<file path="src/rtl/wb_trap_ctrl.sv">
// wb_trap_ctrl: write-back trap controller.
// Prioritises interrupts, exceptions and MRET; kills the retiring write and
// captures mcause/mtval/mepc. It then flushes younger stages for FLUSH_CYCLES
// cycles and redirects fetch through a valid/ready handshake.
// Optional build macro: WB_TRAP_VECTORED_EN enables vectored interrupt targets
// (mtvec mode 2'b01). Without it the controller is direct mode only.
module wb_trap_ctrl #(
    parameter int XLEN         = 32,
    parameter int NUM_IRQ      = 3,
    parameter int FLUSH_CYCLES = 3
) (
    input  logic               clk_i,
    input  logic               rst_i,
    input  logic               retire_valid_i,
    input  logic [XLEN-1:0]    pc_i,
    input  logic [31:0]        instruction_i,
    input  logic [XLEN-1:0]    mem_addr_i,
    input  logic               e_inst_addr_mis_i,
    input  logic               e_illegal_inst_i,
    input  logic               e_break_i,
    input  logic               e_ecall_i,
    input  logic               e_ld_addr_mis_i,
    input  logic               e_st_addr_mis_i,
    input  logic               is_mret_i,
    input  logic [NUM_IRQ-1:0] irq_i,
    input  logic [NUM_IRQ-1:0] mie_i,
    input  logic               mstatus_mie_i,
    input  logic [XLEN-1:0]    mtvec_i,
    input  logic [XLEN-1:0]    mepc_i,
    output logic               kill_o,
    output logic               csr_we_o,
    output logic               mret_o,
    output logic [XLEN-1:0]    mcause_o,
    output logic [XLEN-1:0]    mtval_o,
    output logic [XLEN-1:0]    mepc_o,
    output logic               flush_o,
    output logic               busy_o,
    output logic               redirect_valid_o,
    output logic [XLEN-1:0]    redirect_pc_o,
    input  logic               redirect_ready_i
);

    localparam int CW = $clog2(FLUSH_CYCLES + 1);

    typedef enum logic [1:0] {IDLE, FLUSH, REDIRECT} state_t;

    state_t          state;
    logic [CW-1:0]   cnt;

    logic [NUM_IRQ-1:0] irq_pend;
    logic               irq_any;
    logic               exc_any;
    logic               trap_take;
    logic               mret_take;
    logic [XLEN-1:0]    trap_cause;
    logic [XLEN-1:0]    trap_tval;
    logic [XLEN-1:0]    trap_base;
    logic [XLEN-1:0]    trap_target;

    // Interrupt cause code: MEI > MSI > MTI > local lines, lowest index first.
    function automatic logic [XLEN-1:0] irq_code(input logic [NUM_IRQ-1:0] p);
        logic [XLEN-1:0] c;
        c = '0;
        if (p[2])      c = XLEN'(11);
        else if (p[0]) c = XLEN'(3);
        else if (p[1]) c = XLEN'(7);
        else begin
            // Descending scan so the lowest pending local line wins.
            for (int k = NUM_IRQ - 1; k >= 3; k--) begin
                if (p[k]) c = XLEN'(16 + k - 3);
            end
        end
        return c;
    endfunction

    assign irq_pend  = irq_i & mie_i & {NUM_IRQ{mstatus_mie_i}};
    assign irq_any   = |irq_pend;
    assign exc_any   = e_inst_addr_mis_i | e_illegal_inst_i | e_break_i |
                       e_ecall_i | e_ld_addr_mis_i | e_st_addr_mis_i;
    assign trap_take = (state == IDLE) && retire_valid_i && (irq_any || exc_any);
    assign mret_take = (state == IDLE) && retire_valid_i && is_mret_i &&
                       !irq_any && !exc_any;
    // MRET has no destination register, so only real traps kill the write.
    assign kill_o    = trap_take && !rst_i;
    assign trap_base = {mtvec_i[XLEN-1:2], 2'b00};

    // Cause and trap value selection: interrupt first, then exceptions in order.
    always_comb begin
        trap_cause = '0;
        trap_tval  = '0;
        if (irq_any) begin
            trap_cause           = irq_code(irq_pend);
            trap_cause[XLEN-1]   = 1'b1;
        end else if (e_inst_addr_mis_i) begin
            trap_cause = XLEN'(0);
            trap_tval  = pc_i;
        end else if (e_illegal_inst_i) begin
            trap_cause = XLEN'(2);
            trap_tval  = XLEN'(instruction_i);
        end else if (e_break_i) begin
            trap_cause = XLEN'(3);
            trap_tval  = pc_i;
        end else if (e_ecall_i) begin
            trap_cause = XLEN'(11);
        end else if (e_ld_addr_mis_i) begin
            trap_cause = XLEN'(4);
            trap_tval  = mem_addr_i;
        end else if (e_st_addr_mis_i) begin
            trap_cause = XLEN'(6);
            trap_tval  = mem_addr_i;
        end
    end

`ifdef WB_TRAP_VECTORED_EN
    // Vectored mode offsets interrupts by 4 x cause code; exceptions use base.
    always_comb begin
        trap_target = trap_base;
        if (irq_any && (mtvec_i[1:0] == 2'b01))
            trap_target = trap_base + {trap_cause[XLEN-3:0], 2'b00};
    end
`else
    logic unused_mtvec_mode;
    assign unused_mtvec_mode = ^mtvec_i[1:0];
    assign trap_target       = trap_base;
`endif

    // Trap sequencer: capture on entry, flush countdown, then redirect handshake.
    always_ff @(posedge clk_i or posedge rst_i) begin
        if (rst_i) begin
            state            <= IDLE;
            cnt              <= '0;
            csr_we_o         <= 1'b0;
            mret_o           <= 1'b0;
            flush_o          <= 1'b0;
            busy_o           <= 1'b0;
            redirect_valid_o <= 1'b0;
            redirect_pc_o    <= '0;
            mcause_o         <= '0;
            mtval_o          <= '0;
            mepc_o           <= '0;
        end else begin
            csr_we_o <= 1'b0;
            mret_o   <= 1'b0;
            unique case (state)
                IDLE: begin
                    if (trap_take || mret_take) begin
                        state         <= FLUSH;
                        cnt           <= CW'(FLUSH_CYCLES);
                        flush_o       <= 1'b1;
                        busy_o        <= 1'b1;
                        csr_we_o      <= trap_take;
                        mret_o        <= mret_take;
                        redirect_pc_o <= trap_take ? trap_target : mepc_i;
                        if (trap_take) begin
                            mcause_o <= trap_cause;
                            mtval_o  <= trap_tval;
                            mepc_o   <= pc_i;
                        end
                    end
                end
                FLUSH: begin
                    if (cnt == CW'(1)) begin
                        state            <= REDIRECT;
                        flush_o          <= 1'b0;
                        redirect_valid_o <= 1'b1;
                    end else begin
                        cnt <= cnt - CW'(1);
                    end
                end
                REDIRECT: begin
                    if (redirect_ready_i) begin
                        state            <= IDLE;
                        redirect_valid_o <= 1'b0;
                        busy_o           <= 1'b0;
                    end
                end
                default: state <= IDLE;
            endcase
        end
    end

endmodule

</file>
<file path="config.mk">
export PLATFORM = sky130hd
export DESIGN_NAME = wb_trap_ctrl
export DESIGN_NICKNAME = d
export VERILOG_FILES = /design/src/rtl/wb_trap_ctrl.sv
export SDC_FILE = /design/constraint.sdc
export NUM_CORES = 1
export LEC_CHECK = 0
export CAP_MARGIN = 10
export CORE_AREA = 2 2 104 147
export CTS_CLUSTER_DIAMETER = 30
export CTS_CLUSTER_SIZE = 14
export DETAILED_ROUTE_END_ITERATION = 6
export DIE_AREA = 0 0 106 149
export PLACE_DENSITY_LB_ADDON = 0.08
export RECOVER_POWER = 100
export SLEW_MARGIN = 40
export SYNTH_ARGS = -nofsm -noshare
export SYNTH_HDL_FRONTEND = slang
export SYNTH_SLANG_ARGS = --single-unit
</file>
<file path="constraint.sdc">
create_clock -name clk_i -period 9 [get_ports clk_i]
set_input_delay 0.9 -clock clk_i [delete_from_list [all_inputs] [get_ports clk_i]]
set_output_delay 0.9 -clock clk_i [all_outputs]
set_load 0.01 [all_outputs]
</file>
# Word level (Yosys, flattened, before mapping)
# Index checks and enable logic that the tools add are counted.
[word_totals] ff_bits=137 inputBits=178 out_inout_bits=134
[op_classes] add_sub_neg=1 eq_ne=7 muxes=36 n_bitwise=7 reduce_logical=23
[op_table] op="32-bit two-way mux" n=9
[op_table] op="4-bit two-way mux" n=5
[op_table] op="3-bit AND reduction" n=6
[op_table] op="3-bit two-way mux" n=4
[op_table] op="2-bit two-way mux" n=5
[op_table] op="1-bit two-way mux" n=8
[op_table] op="3-bit bitwise AND" n=2
[op_table] op="1-bit logical AND" n=6
[op_table] op="2-bit inequality test (second input constant)" n=3
[op_table] op="1-bit one-hot mux with 2 select lines" n=3
[op_table] op="2-bit one-hot mux with 3 select lines" n=1
[op_table] op="2-bit nonzero test" n=3
[op_table] op="1-bit OR" n=5
[op_table] op="2-bit by 1-bit equality test with 1-bit output (second input constant)" n=2
[op_table] op="2-bit one-hot mux with 2 select lines" n=1
[op_table] op="1-bit logical NOT" n=3
[op_table] op="3-bit OR reduction" n=1
[op_table] op="2-bit equality test (second input constant)" n=1
[op_table] op="2-bit logical NOT" n=1
[op_table] op="1-bit logical OR" n=2
[op_table] op="2-bit by 1-bit inequality test with 1-bit output (second input constant)" n=1
[op_table] op="2-bit AND reduction" n=1
[op_table] op="2-bit by 1-bit subtractor with 2-bit output (second input constant)" n=1

# Logic depth before layout (Yosys ltp)
# Gate-level depths: netlist (run 1).
[depth] depth_word=10 ltp_mapped=9

# Worst setup path after synthesis (run 1)
# No wires, ideal clock.
[synth_path] kind="input -> output" from="input e_inst_addr_mis_i" to="output kill_o" arrival_time_ns=2.525 path_slack_ns=5.575 cell_stages=9 n_path_buf=5 path_cell_list="buf_2 > or4_4 > a2111o_1 > buf_2 > nand2_2 > buf_6 > buf_12 > buf_6 > nor2_1"
[synth_via] elab_chain_len=8
[synth_lines] item="from (decl)" line_no="18" rtl="input logic e_inst_addr_mis_i,"
[synth_lines] item="1-bit OR (3 in a row)" line_no="78" rtl="assign exc_any = e_inst_addr_mis_i | e_illegal_inst_i | e_break_i |"
[synth_lines] item="1-bit OR (2 in a row)" line_no="79" rtl="e_ecall_i | e_ld_addr_mis_i | e_st_addr_mis_i;"
[synth_lines] item="1-bit logical OR" line_no="80" rtl="assign trap_take = (state == IDLE) && retire_valid_i && (irq_any || exc_any);"
[synth_lines] item="1-bit logical AND" line_no="80"
[synth_lines] item="1-bit logical AND" line_no="84" rtl="assign kill_o = trap_take && !rst_i;"
[synth_lines] item="to (decl)" line_no="30" rtl="output logic kill_o,"
# No other way between the ends.

# Worst setup path in the final report (run 1)
[layout_path] from="input e_break_i" to="register redirect_pc_o[1]"
[layout_via] elab_chain_len=8 elab_cells_between_ends=11 cone_classes="mux: 1; bitwise: 4; reduce/logical: 6"
[layout_lines] item="from (decl)" line_no="20" rtl="input logic e_break_i,"
[layout_lines] item="1-bit OR (*) (2 in a row)" line_no="78"
[layout_lines] item="1-bit OR (*) (2 in a row)" line_no="79"
[layout_lines] item="1-bit logical OR / 1-bit logical NOT (equally long branches)" line_no="80, 82"
[layout_lines] item="1-bit logical AND, on equally long branches" line_no="80, 82"
[layout_lines] item="1-bit logical OR" line_no="146" rtl="if (trap_take || mret_take) begin"
[layout_lines] item="2-bit AND reduction (no line)"
[layout_lines] item="to (signal assigned)" line_no="153" rtl="redirect_pc_o <= trap_take ? trap_target : mepc_i;"
[layout_lines] item="to (decl)" line_no="39" rtl="output logic [XLEN-1:0] redirect_pc_o,"
# Every way passes the cells marked *; elsewhere a longest branch is shown, timed or not.
# A chain may end at the register's enable or synchronous reset.

==> flow_summary.ini, run 1 <==
[status]
status = finished, violations left
failed_checks = max-capacitance violations, max-slew violations

[timing]
fin_crit_sh_pct = 66.2
rsz0062_at_grt = no
setup_violations = 0
clock_skew_ps = 7.12
hold_viol_final = 0
worst_slew_pin_slew_ps = 2590
fin_hold_ws_ps = 483
finalSetupTns_ps = 0
drv_slew = 155
max_freq_mhz = 168
worst_slack_ps = 3040
fin_crit_ps = 5960
slew_headroom_pct = -72.5

[power_and_ir_drop]
cellPowerDensity_nw_per_um2 = 258
power_mw = 2.38
p_leak_nw = 4.25
ir_worst_vdd_mv = 0.145

[clock_network]
htree_num_levels = 3
clockBufferDepth = 2
cts_root_buf = clkbuf_16
worstSkewPairLatency_ps = 340
ctsHoldBuffers = 0
cts.clk_slew.worst_paths_ps = 70
cts_tree = built
post_cts_buffers = 0
cts.sinks = 110
numCtsBuffers = 9
cts_resized = 0

[route]
antenna_left = 0
first_pass_iters = 5
drt-wirelength-per-cell_um = 17.8
dr_total_vias = 5719
drc_errors = 0
drt-initial-drc-count = 208
drt_wl_total_um = 19200
via_per_inst = 5.31

[synthesis]
synth-edff-count = 0
syn_avg_cell_area_sq_um = 9.90
async_flop_share_pct = 100
synthesis.area_sq_um = 6250
synthesis.instances = 631
ys_ff_latch = 110
synth_flop_cell = dfrtp_1
ys_warn_count = 0
ys_seq_area_share_pct = 44.0
ys_types = 45

[die]
io_pins = 312
rows = 53
core_area_sq_um = 14700
die_area_sq_um = 15800
die_w_um = 106
initial_utilization_pct = 42.6
die_h_um = 149

[placed_design]
post-place-ws_ps = 4600
placed_cell_area_sq_um = 9010
dp_hpwl_um = 13800
port_buffers = 282
place.gp.congestion = 0.832

[global_routing]
track_usage_pct = 24.5
overflow = 0
grt_pass1_wl_um = 30800
antenna_found_initial = 0
grt_max_degree = 80
grt_pass1_vias = 5907

[setup_path]
worstPathMaxFanout = 38
worstSetupEndpointType = flop
arrival_ps = 6180
start_kind = input port
path_class = in2reg
r2r_slack_ps = 6720
cp.required_ps = 9230

[hold_path]
min_path_type = reg2reg

[layout]
drive_gt1_share_pct = 6.67
finish.net_count = 1060
final_cell_area_sq_um = 9230
antenna_cells = 0
area_growth_pct = 47.7

[run]
maxCapViolCount = 4
-- cell usage after synthesis (all sizes together), types with 2 or more instances --
| cell | number | area share, % |
|---|---|---|
| a32oi | 31 | 4.3 |
| o211ai | 2 | 0.24 |
| o22a | 2 | 0.28 |
| a22oi | 32 | 3.8 |
| o2bb2ai | 32 | 5.5 |
| mux2i | 31 | 5.0 |
| nand2 | 11 | 0.70 |
| buf | 42 | 5.8 |
| o21ai | 7 | 0.62 |
| and2 | 32 | 3.2 |
| dfrtp | 110 | 44 |
| a22o | 3 | 0.42 |
| nor2 | 7 | 0.42 |
| o31ai | 32 | 3.8 |
| mux2 | 32 | 5.8 |
| a21oi | 69 | 5.5 |
| clkbuf | 41 | 2.5 |
| inv | 99 | 5.9 |
| nor3b | 3 | 0.44 |
-- sequential cells by signal, indices dropped and copies added, names as in the netlist --
register / flops
mret_o: 1
mcause_o: 5
redirect_pc_o: 32
flush_o: 1
mtval_o: 32
busy_o: 1
state: 2
mepc_o: 32
cnt: 2
redirect_valid_o: 1
csr_we_o: 1
-- layout by cell type (no fill, tap or decap), drive strengths merged, types with 2 or more instances in the layout --
cell type | Yosys | layout
clkdlybuf4s50 | 0 | 170
a21oi | 69 | 69
clkinv | 0 | 2
o31ai | 32 | 32
buf | 42 | 13
nor3b | 3 | 3
and2 | 32 | 32
nand2 | 11 | 11
a22o | 3 | 3
inv | 99 | 100
o21ai | 7 | 7
o22a | 2 | 2
dfrtp | 110 | 110
a32oi | 31 | 31
mux2 | 32 | 32
clkbuf | 41 | 14
o211ai | 2 | 2
conb | 1 | 27
nor2 | 7 | 7
mux2i | 31 | 31
a22oi | 32 | 32
dlygate4sd3 | 0 | 110
o2bb2ai | 32 | 32
-- cells by family after synthesis --
family	synth area share, %
AND/OR/NAND/NOR	5.83
adder cells (fa/ha/maj)	0.200
flip-flops	44.0
AO/OA/AOI/OAI	24.9
multiplexers	10.8
buffers and inverters	14.2
other	0.0600
-- per-layer routing --
| metal | track usage, % | vias to the layer above | share of wire (%) |
|---|---|---|---|
| li1 | - | 2680 | - |
| met1 | 27.8 | 2761 | 37 |
| met2 | 43.5 | 248 | 52 |
| met3 | 8.13 | 30 | 8.5 |
| met4 | 8.03 | 0 | 2.7 |
| met5 | 0 | - | 0 |
-- power breakdown --
part | total, mW | internal, mW | switching [mW]
clock | 0.377 | 0.196 | 0.181
combinational | 1.15 | 0.617 | 0.535
sequential | 0.852 | 0.730 | 0.122
-- worst paths after layout --
path,depth (start not counted),from,endpoint
max,8,e_break_i,redirect_pc_o[1]
min,2,busy_o,busy_o
max reg2reg,6,state[1],mepc_o[31]
min reg2reg,2,busy_o,busy_o
max in group asynchronous,4,rst_i,mepc_o[9]
min in group asynchronous,2,rst_i,mepc_o[1]
-- through the flow --
step / cells / util, %
6_report: 1077 / 63.0
5_1_grt: 1077 / 63.0
4_1_cts: 1075 / 63.4
3_5_place_dp: 1060 / 61.5
3_3_place_gp: 1059 / 61.4
2_1_floorplan: 657 / -
-- critical path: stages --
cell           delay (ps)
dlygate4sd3_1         520
buf_4                 380
or2_0                1920
a2111o_1              240
clkbuf_1             1150
o21ai_4               360
buf_4                 400
a22o_1                280
-- layout make-up --
| cell class | instances | area [sq um] |
|---|---|---|
| multi-input combinational | 365 | 2680 |
| clock buffer | 11 | 243 |
| timing repair buffer | 296 | 2920 |
| inverter | 99 | 373 |
| fill | 1234 | 5420 |
| sequential | 110 | 2750 |
| clock inverter | 4 | 31.3 |
| tap | 192 | 240 |
Power figures use the tool's default switching activity.
==> inputs of run 2 (changes only) <==
--- a/config.mk
+++ b/config.mk
@@ -6,11 +6,11 @@
 export NUM_CORES = 1
 export LEC_CHECK = 0
 export CAP_MARGIN = 10
-export CORE_AREA = 2 2 104 147
+export CORE_AREA = 2 2 108 152
 export CTS_CLUSTER_DIAMETER = 30
 export CTS_CLUSTER_SIZE = 14
 export DETAILED_ROUTE_END_ITERATION = 6
-export DIE_AREA = 0 0 106 149
+export DIE_AREA = 0 0 110 154
 export PLACE_DENSITY_LB_ADDON = 0.08
 export RECOVER_POWER = 100
 export SLEW_MARGIN = 40
==> constraint.sdc (replaced) <==
create_clock -name clk_i -period 5.55 [get_ports clk_i]
set_input_delay 0.555 -clock clk_i [delete_from_list [all_inputs] [get_ports clk_i]]
set_output_delay 0.555 -clock clk_i [all_outputs]
set_load 0.01 [all_outputs]
==> run 2 against run 1 <==
The flow still finishes with violations (max-capacitance violations, max-slew violations). Setup slack lost 1500 ps. Global-route usage shrank 2.4 points. Critical path type unchanged. Utilization shrank 3.1 points. Power grew 63%. Combinational power grew 63%. Sequential power grew 62%. Largest cell class unchanged. Wire length grew 2.0%. Final area grew 0.33%. Highest routed layer is now met5.
==> flow_summary.ini, run 2 (synthesis results as in run 1) <==
[layout]
top_regs = mepc_o x32, mtval_o x32, redirect_pc_o x32
area_growth_pct = 48.2
drive_gt1_share_pct = 7.00
antenna_cells = 0
finish.net_count = 1060
final_cell_mix = clkdlybuf4s50_1 (170), dfrtp_1 (110), dlygate4sd3_1 (110)
mostFrequentLayoutCell = clkdlybuf4s50_1

[setup_path]
arrival_ps = 4290
slowest_stage = clkbuf_1
reg2reg_depth = 6
r2r-start = state[1]
r2r_slack_ps = 2930
start_kind = input port
cpMostUsedCell = clkbuf_1
path_cells = dlygate4sd3_1, or4_1, a2111o_1, clkbuf_1, o21ai_4, clkbuf_1, mux2i_1
worstSetupEndpointType = flop
cp.required_ps = 5810
worstPathMaxFanout = 33
slowest_delay_ps = 660
cpLargestDelayFamily = buffers and inverters
path_class = in2reg
critPathBufInv = 3
rr_endpoint = redirect_pc_o[8]

[placed_design]
post-place-ws_ps = 1730
dp_hpwl_um = 13700
place.gp.congestion = 0.802
port_buffers = 282

[timing]
fin_crit_ps = 4040
finalSetupTns_ps = 0
setup_violations = 0
hold_viol_final = 0
clock_skew_ps = 8.76
drv_slew = 104
worst_slew_pin_slew_ps = 3130
slew_headroom_pct = -109
worst_slack_ps = 1510
max_freq_mhz = 248
rsz0062_at_grt = no
fin_crit_sh_pct = 72.7

[clock_network]
cts_tree = built
ctsHoldBuffers = 0
cts.sinks = 110
worstSkewPairLatency_ps = 350
clockBufferDepth = 2
post_cts_buffers = 0
cts_resized = 0
cts.clk_slew.worst_paths_ps = 80
cts_root_buf = clkbuf_16
numCtsBuffers = 9
htree_num_levels = 3

[route]
antenna_left = 0
drt_wl_total_um = 19600
via_per_inst = 5.29
first_pass_iters = 6
drc_errors = 0
drt-initial-drc-count = 239
drt-wirelength-per-cell_um = 18.1
dr_total_vias = 5720

[power_and_ir_drop]
cellPowerDensity_nw_per_um2 = 419
ir_worst_vdd_mv = 0.201
p_leak_nw = 4.26

[global_routing]
grt_pass1_wl_um = 29400
antenna_found_initial = 1
grt_pass1_vias = 5707
track_usage_pct = 22.1
overflow = 0
grt_max_degree = 70

[die]
die_area_sq_um = 16900
rows = 54
die_w_um = 110
die_h_um = 154
core_area_sq_um = 15500
initial_utilization_pct = 40.4
io_pins = 312

[status]
failed_checks = max-capacitance violations, max-slew violations
status = finished, violations left

[hold_path]
min_path_cells = 2
min-delay-start = busy_o
min_to = busy_o
min_path_type = reg2reg

[run]
maxCapViolCount = 2
[run 2: worst min-delay path: stages, from the launching register on]
cell and delay (ps):
dfrtp_1 350, nand2_1 50, nand2_1 50
[run 2: power breakdown]
part	leakage (nW)	switching, mW	internal [mW]
Clock	0.134	0.305	0.309
Sequential	1.34	0.199	1.18
Combinational	2.79	0.873	1.01
Total	4.26	1.38	2.50
[run 2: layout make-up]
cell class,instances,area [sq um]
well taps,196,245
fillers,1351,6210
flip-flops and latches,110,2750
repair buffers,296,2930
clock buffers,10,229
clock inverters,6,43.8
multi-input cells,365,2690
inverters,99,373
[run 2: through the flow]
| step | instances | total power, mW | cell area (sq um) | utilization (%) | hold slack, ps |
|---|---|---|---|---|---|
| 3_3_place_gp | 1064 | 3.43 | 9010 | 58.2 | 464 |
| 2_1_floorplan | 657 | 2.42 | 6350 | - | 490 |
| 4_1_cts | 1081 | 4.10 | 9310 | 60.2 | 489 |
| 5_1_grt | 1082 | 4.12 | 9260 | 59.9 | 502 |
| 6_report | 1082 | 3.88 | 9260 | 59.9 | 481 |
| 3_5_place_dp | 1065 | 3.47 | 9040 | 58.4 | 471 |
[run 2: metal layers]
layer | up-vias | wire (um) | track usage [%] | share of wire, %
met3 | 41 | 1740 | 6.23 | 8.9
met1 | 2740 | 7610 | 25.6 | 39
li1 | 2680 | - | - | -
met5 | - | 13 | 0 | 0.066
met4 | 2 | 597 | 8.86 | 3.0
met2 | 257 | 9620 | 37.8 | 49
[run 2: how the worst max path moves through the flow]
stage | slack (ps) | cells past startpoint | end | from
finish | 1510 | 7 | redirect_pc_o[7] | e_ld_addr_mis_i
global route | 1250 | 7 | redirect_pc_o[4] | e_ld_addr_mis_i
CTS | 2080 | 7 | redirect_pc_o[17] | e_ecall_i
detailed placement | 1730 | 7 | redirect_pc_o[18] | e_ecall_i
global placement | 1760 | 7 | redirect_pc_o[22] | e_ecall_i
floorplan | 2090 | 1 | busy_o | rst_i
==> inputs of run 3 (changes only) <==
--- a/config.mk
+++ b/config.mk
@@ -6,11 +6,11 @@
 export NUM_CORES = 1
 export LEC_CHECK = 0
 export CAP_MARGIN = 10
-export CORE_AREA = 2 2 108 152
+export CORE_AREA = 2 2 113 159
 export CTS_CLUSTER_DIAMETER = 30
 export CTS_CLUSTER_SIZE = 14
 export DETAILED_ROUTE_END_ITERATION = 6
-export DIE_AREA = 0 0 110 154
+export DIE_AREA = 0 0 115 161
 export PLACE_DENSITY_LB_ADDON = 0.08
 export RECOVER_POWER = 100
 export SLEW_MARGIN = 40
==> constraint.sdc (replaced) <==
create_clock -name clk_i -period 3.3 [get_ports clk_i]
set_input_delay 0.33 -clock clk_i [delete_from_list [all_inputs] [get_ports clk_i]]
set_output_delay 0.33 -clock clk_i [all_outputs]
set_load 0.01 [all_outputs]
==> run 3 against run 2 <==
The run still ends with max-capacitance violations, max-slew violations left. First-iteration DRC count grew 7.9%. Sequential power grew 68%. Clock-buffer cell count grew 1. Clock power grew 66%. Utilization shrank 5.6 points. Largest cell class unchanged. Largest power group unchanged.
==> flow_summary.ini, run 3 (synthesis results as in run 1) <==
[setup_path]
cp-startpoint = e_ld_addr_mis_i
arrival_ps = 2600
r2r-start = state[1]
cp.required_ps = 2970
worstSetupEndpointType = primary output
slowest_stage = or4_1
path_class = in2out
path_cells = dlygate4sd3_1, or4_1, a2111o_1, nand2_1, nor2_1, clkdlybuf4s50_1
worstPathMaxFanout = 4
start_kind = input port
slowest_delay_ps = 610

[layout]
final_cell_area_sq_um = 9290
finish.net_count = 1063
top_regs = mepc_o x32, mtval_o x32, redirect_pc_o x32
final_cell_mix = clkdlybuf4s50_1 (172), dfrtp_1 (110), dlygate4sd3_1 (108)
area_growth_pct = 48.7
drive_gt1_share_pct = 7.09
fill_cells = 1601
mostFrequentLayoutCell = clkdlybuf4s50_1

[clock_network]
clockBufferDepth = 2
cts.sinks = 110
worstSkewPairLatency_ps = 350
htree_num_levels = 3
cts.clk_slew.worst_paths_ps = 70
post_cts_buffers = 0
ctsHoldBuffers = 0
cts_tree = built
cts_resized = 0
cts_root_buf = clkbuf_16
numCtsBuffers = 9

[global_routing]
track_usage_pct = 21.3
use_met1_pct = 24.1
grt_max_degree = 72
overflow = 0
met3_usage_pct = 6.00
met2_usage_pct = 36.8
grt_pass1_wl_um = 30700
antenna_found_initial = 1
busiest_layer = met2
grt_pass1_vias = 5784

[status]
status = finished, violations left
failed_checks = max-capacitance violations, max-slew violations

[die]
io_pins = 312
die_area_sq_um = 18500
die_h_um = 161
die_w_um = 115
rows = 57
core_area_sq_um = 17100
initial_utilization_pct = 36.5

[route]
drt-initial-drc-count = 258
antenna_left = 0
drc_errors = 0
via_per_inst = 5.13
drt-wirelength-per-cell_um = 18.0
dr_total_vias = 5627
drt_wl_total_um = 19800
first_pass_iters = 4

[power_and_ir_drop]
cellPowerDensity_nw_per_um2 = 700
p_leak_nw = 4.27
power_mw = 6.50
ir_worst_vdd_mv = 0.310

[timing]
hold_viol_final = 0
fin_crit_ps = 2930
slew_headroom_pct = -6.67
fin_crit_sh_pct = 88.7
finalSetupTns_ps = 0
clock_skew_ps = 8.65
drv_slew = 72
setup_violations = 0
max_freq_mhz = 342
worst_slew_pin_slew_ps = 1600
rsz0062_at_grt = no

[placed_design]
place.gp.congestion = 0.828
placed_cell_area_sq_um = 9100
dp_hpwl_um = 14200
port_buffers = 282

[run]
maxCapViolCount = 1

[hold_path]
min_path_type = reg2reg
min-delay-start = busy_o
-- run 3: final timing paths --
path | endpoint | cells past startpoint | slack, ps
worst max-delay path | kill_o | 6 | 370
max in group asynchronous | redirect_pc_o[11] | 3 | 970
worst min register to register | busy_o | 2 | 480
worst min-delay path | busy_o | 2 | 480
min in group asynchronous | mepc_o[3] | 2 | 900
worst max register to register | mepc_o[21] | 4 | 1050
-- run 3: critical path: cells and delay by family --
family	cells	cell delay (ps)
compound gates	1	340
buf+inv	2	1070
simple gates	3	860
-- run 3: routing by layer --
| metal | routed length (um) | vias to the layer above | share of wire, % |
|---|---|---|---|
| met5 | 0 | - | 0 |
| met3 | 1660 | 34 | 8.4 |
| met2 | 10100 | 226 | 51 |
| met1 | 7360 | 2691 | 37 |
| met4 | 666 | 0 | 3.4 |
| li1 | - | 2676 | - |
-- run 3: metrics by stage --
step	hold WS [ps]	cells	setup slack [ps]	utilization, %
finish	477	1096	374	54.3
global placement	458	1077	488	53.0
CTS	488	1095	560	54.8
detailed placement	471	1079	464	53.2
floorplan	460	657	67.7	-
global route	501	1095	305	54.3
-- run 3: power breakdown --
part           internal, mW  switching, mW
clock network         0.534          0.490
logic                  1.70           1.46
registers              1.99          0.332
total                  4.22           2.28
-- run 3: cell type report --
type,count,area [sq um],share of cell area [%]
Tap cell,206,258,2.77
Antenna cell,1,2.50,0.0269
Sequential cell,110,2750,29.6
Clock buffer,11,243,2.61
Timing Repair Buffer,299,2960,31.8
Clock inverter,5,35.0,0.377
Inverter,99,375,4.04
Multi-Input combinational cell,365,2670,28.7
